[src/rtl/scan_sequencer_if.sv]
// Control/status bundle between a scan controller and the scan_sequencer.
// The master drives the scan controls; the slave returns decoder select/enable and strobes.
interface scan_sequencer_if #(
    parameter int PRESCALE_W = 4
);
    logic                  run;
    logic                  step;
    logic [2:0]            last;
    logic [PRESCALE_W-1:0] div;
    logic [2:0]            sel;
    logic                  en;
    logic                  tick;
    logic                  wrap;

    modport master (output run, step, last, div, input sel, en, tick, wrap);
    modport slave  (input run, step, last, div, output sel, en, tick, wrap);
endinterface

[src/rtl/scan_sequencer.sv]
// Drives a 3-to-8 decoder: prescaled index stepping with wrap at a live 'last',
// a one-cycle blank on every index change, and free-run / single-step modes.
module scan_sequencer #(
    parameter int PRESCALE_W = 4
) (
    input  logic            clk,
    input  logic            rst_n,
    scan_sequencer_if.slave bus
);
    typedef enum logic [1:0] {S_IDLE, S_RUN, S_STEP} state_t;

    localparam logic [PRESCALE_W-1:0] CNT_ONE = {{(PRESCALE_W-1){1'b0}}, 1'b1};

    state_t                r_state;
    logic [2:0]            r_sel;
    logic                  r_en;
    logic                  r_tick;
    logic                  r_wrap;
    logic [PRESCALE_W-1:0] r_cnt;

    logic [2:0]            w_next;
    logic                  w_hit;
    logic                  w_dwell;

    // sel >= last (not ==) so a lowered 'last' sends the next advance to 0.
    assign w_next  = (r_sel >= bus.last) ? 3'd0 : r_sel + 3'd1;
    assign w_hit   = (r_cnt == bus.div);
    assign w_dwell = bus.run && (r_state != S_IDLE);

    always_ff @(posedge clk or negedge rst_n) begin
        if (!rst_n) begin
            r_state <= S_IDLE;
            r_sel   <= 3'd0;
            r_en    <= 1'b0;
            r_tick  <= 1'b0;
            r_wrap  <= 1'b0;
            r_cnt   <= '0;
        end else begin
            r_tick <= 1'b0;
            r_wrap <= 1'b0;
            case (r_state)
                S_IDLE: begin
                    r_cnt <= '0;
                    if (bus.run) begin
                        r_state <= S_RUN;
                        r_en    <= 1'b1;
                    end else if (bus.step) begin
                        r_state <= S_STEP;
                        r_sel   <= w_next;
                        r_tick  <= 1'b1;
                        r_wrap  <= (w_next == 3'd0);
                        r_en    <= 1'b0;
                    end else begin
                        r_en    <= 1'b0;
                    end
                end
                default: begin
                    // STEP with run high joins the running dwell without clearing count.
                    if (w_dwell) begin
                        r_state <= S_RUN;
                        if (w_hit) begin
                            r_sel  <= w_next;
                            r_tick <= 1'b1;
                            r_wrap <= (w_next == 3'd0);
                            r_en   <= 1'b0;
                            r_cnt  <= '0;
                        end else begin
                            r_en   <= 1'b1;
                            r_cnt  <= r_cnt + CNT_ONE;
                        end
                    end else if (r_state == S_STEP && !w_hit) begin
                        r_en  <= 1'b1;
                        r_cnt <= r_cnt + CNT_ONE;
                    end else begin
                        r_state <= S_IDLE;
                        r_en    <= 1'b0;
                        r_cnt   <= '0;
                    end
                end
            endcase
        end
    end

    assign bus.sel  = r_sel;
    assign bus.en   = r_en;
    assign bus.tick = r_tick;
    assign bus.wrap = r_wrap;
endmodule

[src/flat_wrapper.sv]
// flat-port wrapper written by rule: the top's interface ports become plain ports
module scan_sequencer_flat 
#(
    parameter int PRESCALE_W = 4
)
  (clk, rst_n, bus_run, bus_step, bus_last, bus_div, bus_sel, bus_en, bus_tick, bus_wrap);
  scan_sequencer_if #(.PRESCALE_W(PRESCALE_W)) bus_i ();
  input  logic clk;
  input  logic rst_n;
  input wire logic [$bits(bus_i.run)-1:0] bus_run;
  input wire logic [$bits(bus_i.step)-1:0] bus_step;
  input wire logic [$bits(bus_i.last)-1:0] bus_last;
  input wire logic [$bits(bus_i.div)-1:0] bus_div;
  output wire logic [$bits(bus_i.sel)-1:0] bus_sel;
  output wire logic [$bits(bus_i.en)-1:0] bus_en;
  output wire logic [$bits(bus_i.tick)-1:0] bus_tick;
  output wire logic [$bits(bus_i.wrap)-1:0] bus_wrap;
  assign bus_i.run = bus_run;
  assign bus_i.step = bus_step;
  assign bus_i.last = bus_last;
  assign bus_i.div = bus_div;
  assign bus_sel = bus_i.sel;
  assign bus_en = bus_i.en;
  assign bus_tick = bus_i.tick;
  assign bus_wrap = bus_i.wrap;
  scan_sequencer #(.PRESCALE_W(PRESCALE_W)) u_core (.clk(clk), .rst_n(rst_n), .bus(bus_i));
endmodule
[config.mk]
export PLATFORM = sky130hd
export DESIGN_NAME = scan_sequencer_flat
export DESIGN_NICKNAME = d
export VERILOG_FILES = /design/src/rtl/scan_sequencer_if.sv /design/src/rtl/scan_sequencer.sv /design/src/flat_wrapper.sv
export SDC_FILE = /design/constraint.sdc
export NUM_CORES = 1
export LEC_CHECK = 0
export CAP_MARGIN = 20
export CELL_PAD_IN_SITES_DETAIL_PLACEMENT = 0
export CELL_PAD_IN_SITES_GLOBAL_PLACEMENT = 2
export CORE_MARGIN = 2
export CORE_UTILIZATION = 25
export CTS_BUF_LIST = sky130_fd_sc_hd__clkbuf_4 sky130_fd_sc_hd__clkbuf_8 sky130_fd_sc_hd__clkbuf_16
export CTS_CLUSTER_SIZE = 16
export DETAILED_ROUTE_END_ITERATION = 12
export GPL_ROUTABILITY_DRIVEN = 0
export PLACE_DENSITY = 0.7
export SLEW_MARGIN = 20
export SYNTH_ARGS = -nofsm -noshare
export SYNTH_HDL_FRONTEND = slang
export SYNTH_SLANG_ARGS = --single-unit
[constraint.sdc]
create_clock -name clk -period 1.6 [get_ports clk]
set_input_delay 0.16 -clock clk [delete_from_list [all_inputs] [get_ports clk]]
set_output_delay 0.16 -clock clk [all_outputs]
set_load 0.02 [all_outputs]
==> out/qor.yml <==
yosys:
  synth_top_cell_area_share_pct: 46.15
  ys_ff_latch: 12
  synth_area_per_cell_um2: 10.67
  ys_seq_area_share_pct: 46.15
  syn_area_um2: 650.6
  syn_inst: 61
  synth_area_leaders: "dfrtp_1 (46%), ha_1 (9.6%), xor2_1 (8.1%), mux2i_1 (4.6%), inv_1 (3.5%)"
  yosys_warnings: 0
  synth.distinct_cells: 23
  synth_nets: 77
  synth_top_area_cell: "dfrtp_1"
critical_path:
  worst-setup-path-type: "flip-flop to primary output"
  reg2reg_depth: 5
  crit_start: "u_core.bus.sel[2]$_DFFE_PN0P_"
  cpLargestDelayFamily: "buffers and inverters"
  timing.rr.start: "u_core.bus.sel[2]$_DFFE_PN0P_"
  crit_chain: "clkdlybuf4s50_1"
  cp_num_buf_inv: 1
  cp_num_cells: 1
  cp_slowest_cell: "clkdlybuf4s50_1"
  r2r-end: "u_core.bus.sel[2]$_DFFE_PN0P_"
  endpoint: "bus_sel[2]"
  critPathMaxStageDelay_ns: 0.64
  critPathCaptureType: "primary output"
  cp_max_fo: 5
  cp.arrival_ns: 1.34
  startpoint_type: "flip-flop"
  rrSetupSlack_ns: 0.14
  required_ns: 1.44
die:
  ios: 17
  dieArea_um2: 3027
  rows: 18
  core_area_um2: 2477
  die_w_um: 55.02
  fp.dieH_um: 55.02
  start_util_pct: 26.26
layout:
  nNetsFinal: 99
  diodes: 0
  final_common_cell: "clkdlybuf4s50_1"
  final_util_pct: 36.16
  final_cell_mix: "clkdlybuf4s50_1 (16), dfrtp_1 (12), inv_1 (6), xor2_1 (6), nor2_1 (6)"
  drive_gt1_share_pct: 9.756
  syn_to_final_growth_pct: 37.69
  stdcell_area_um2: 895.9
sta:
  fmax_mhz: 667.8
  slew_viol_final: 0
  fin_tns_setup_ns: 0
  fin_crit_sh_pct: 93.59
  final.min_clock_period_ns: 1.497
  setup_viol: 0
  worst_pin_slew_ns: 0.5195
  fin_skew_ns: 0.0004204
  worst_slack_ns: 0.1026
  hold_viol: 0
  rsz0062_at_grt: "no"
  relSlewSlack_pct: 65.26
clocking:
  ctsHoldBuffers: 0
  clk_pin_slew_ns: 0.07
  clock_sinks: 12
  insertion_delay_ns: 0.26
  numCtsBuffers: 3
  htreeDepth: 1
  post-cts-setup-buffers: 0
  cts_buffer_depth: 2
  cts_root_buf: "clkbuf_4"
  cts-resized-gates: 0
  cts_tree: "done"
power:
  swShare_pct: 34.47
  intPower_w: 0.0007115
  power_density_nw_per_um2: 1212
  p_sw_w: 0.0003742
  pwr-share-clk_pct: 21.6
  seqPwrFrac_pct: 37.5
  vdd_drop_max_uv: 629.5
  p_leak_nw: 0.4308
  finalPower_w: 0.001086
  p_comb_share_pct: 40.9
detailed_routing:
  drt_iter0_drc: 2
  ant_nets: 0
  vias: 492
  drt-total-wl_um: 1154
  drt-wirelength-per-cell_um: 10.30
  drt_pass1_iterations: 2
  drc_errors: 0
  vias_per_cell: 4.393
placement:
  dp_hpwl_um: 935.8
  place_ws_ns: -0.06314
  place_area_um2: 859.6
  numPortBuffers: 16
global_routing:
  grt_pass1_vias: 499
  grt_max_degree: 13
  grt_remaining_overflow: 0
  grtUsageTotal_pct: 8.789
  grt_pass1_wl_um: 1876
  antenna_found_initial: 0
run:
  maxCapViolations: 0
hold_path:
  hold_class: "input pin to asynchronous set/reset pin"
status:
  status: "complete, no violations"
## cells in the mapped netlist
| cell type | instances |
|---|---|
| nor4_4 | 1 |
| o221ai_1 | 1 |
| inv_1 | 6 |
| ha_1 | 5 |
| xor2_1 | 6 |
| mux2_1 | 1 |
| nand3b_1 | 1 |
| mux2i_1 | 3 |
| dfrtp_1 | 12 |
| o21ai_0 | 1 |
| nand2_1 | 5 |
| o21ai_2 | 1 |
| o21a_1 | 1 |
| or3_1 | 1 |
| or2_1 | 1 |
| a21oi_1 | 2 |
| nor2b_1 | 2 |
| nor2_1 | 6 |
| nand3_1 | 1 |
| a2111oi_1 | 1 |
| clkbuf_1 | 1 |
| o2bb2ai_1 | 1 |
| xnor2_1 | 1 |
## stage by stage
step | std cells | hold slack (ns)
floorplan | 61 | -0.1356
global placement | 108 | 0.4877
detailed placement | 108 | 0.4825
CTS | 112 | 0.2564
global route | 112 | 0.2624
finish | 112 | 0.2379
## cell type report
class | count | area, um2
Tap cell | 30 | 37.54
Timing Repair Buffer | 18 | 175.2
Sequential cell | 12 | 300.3
Fill cell | 263 | 1582
Multi-Input combinational cell | 42 | 324.1
Clock buffer | 4 | 36.28
Inverter | 6 | 22.52
## power by group through the flow
stage	clock [W]	combinational [W]	sequential, W
final	0.000234	0.000444	0.000408
after global routing	0.000269	0.000499	0.000417
after floorplan	0	0.000227	0.000456
after detailed placement	0	0.000449	0.000412
after CTS	0.000241	0.000451	0.000409
after global placement	0	0.000452	0.000415
## per-layer routing
metal	vias to the layer above	routed length, um	GRT usage (%)
met5	-	0	0
met4	0	0	2.439
met3	0	99	3.763
met2	13	559	15.67
met1	231	495	9.421
li1	248	-	-
## registers in the layout, indices dropped and copies added, names as in the netlist
signal	flops
u_core.bus.wrap	1
u_core.bus.tick	1
u_core.bus.en	1
u_core.r_cnt	4
u_core.bus.sel	3
u_core.r_state	2
## cell families (layout without fill, tap and decap cells)
kind of cell / after synthesis / after routing / synth area share [%]
xor gates and xnor gates: 7 / 7 / 9.423
buffers and inverters: 7 / 28 / 4.038
muxes: 4 / 4 / 6.346
AOI/OAI and AO/OA: 8 / 8 / 9.039
and+or+nand+nor: 18 / 18 / 15.39
DFF: 12 / 12 / 46.15
adders and majority gates: 5 / 5 / 9.615
## how the worst min path moves through the flow
stage	startpoint	end	slack [ns]
floorplan	rst_n	u_core.bus.en$_DFF_PN0_	-0.14
global placement	u_core.r_state[0]$_DFFE_PN0P_	u_core.r_state[1]$_DFFE_PN0P_	0.49
detailed placement	u_core.r_state[0]$_DFFE_PN0P_	u_core.r_state[1]$_DFFE_PN0P_	0.48
CTS	rst_n	u_core.r_cnt[0]$_DFF_PN0_	0.26
global route	rst_n	u_core.r_cnt[0]$_DFF_PN0_	0.26
finish	rst_n	u_core.r_cnt[3]$_DFF_PN0_	0.24
Power figures use the tool's default switching activity.
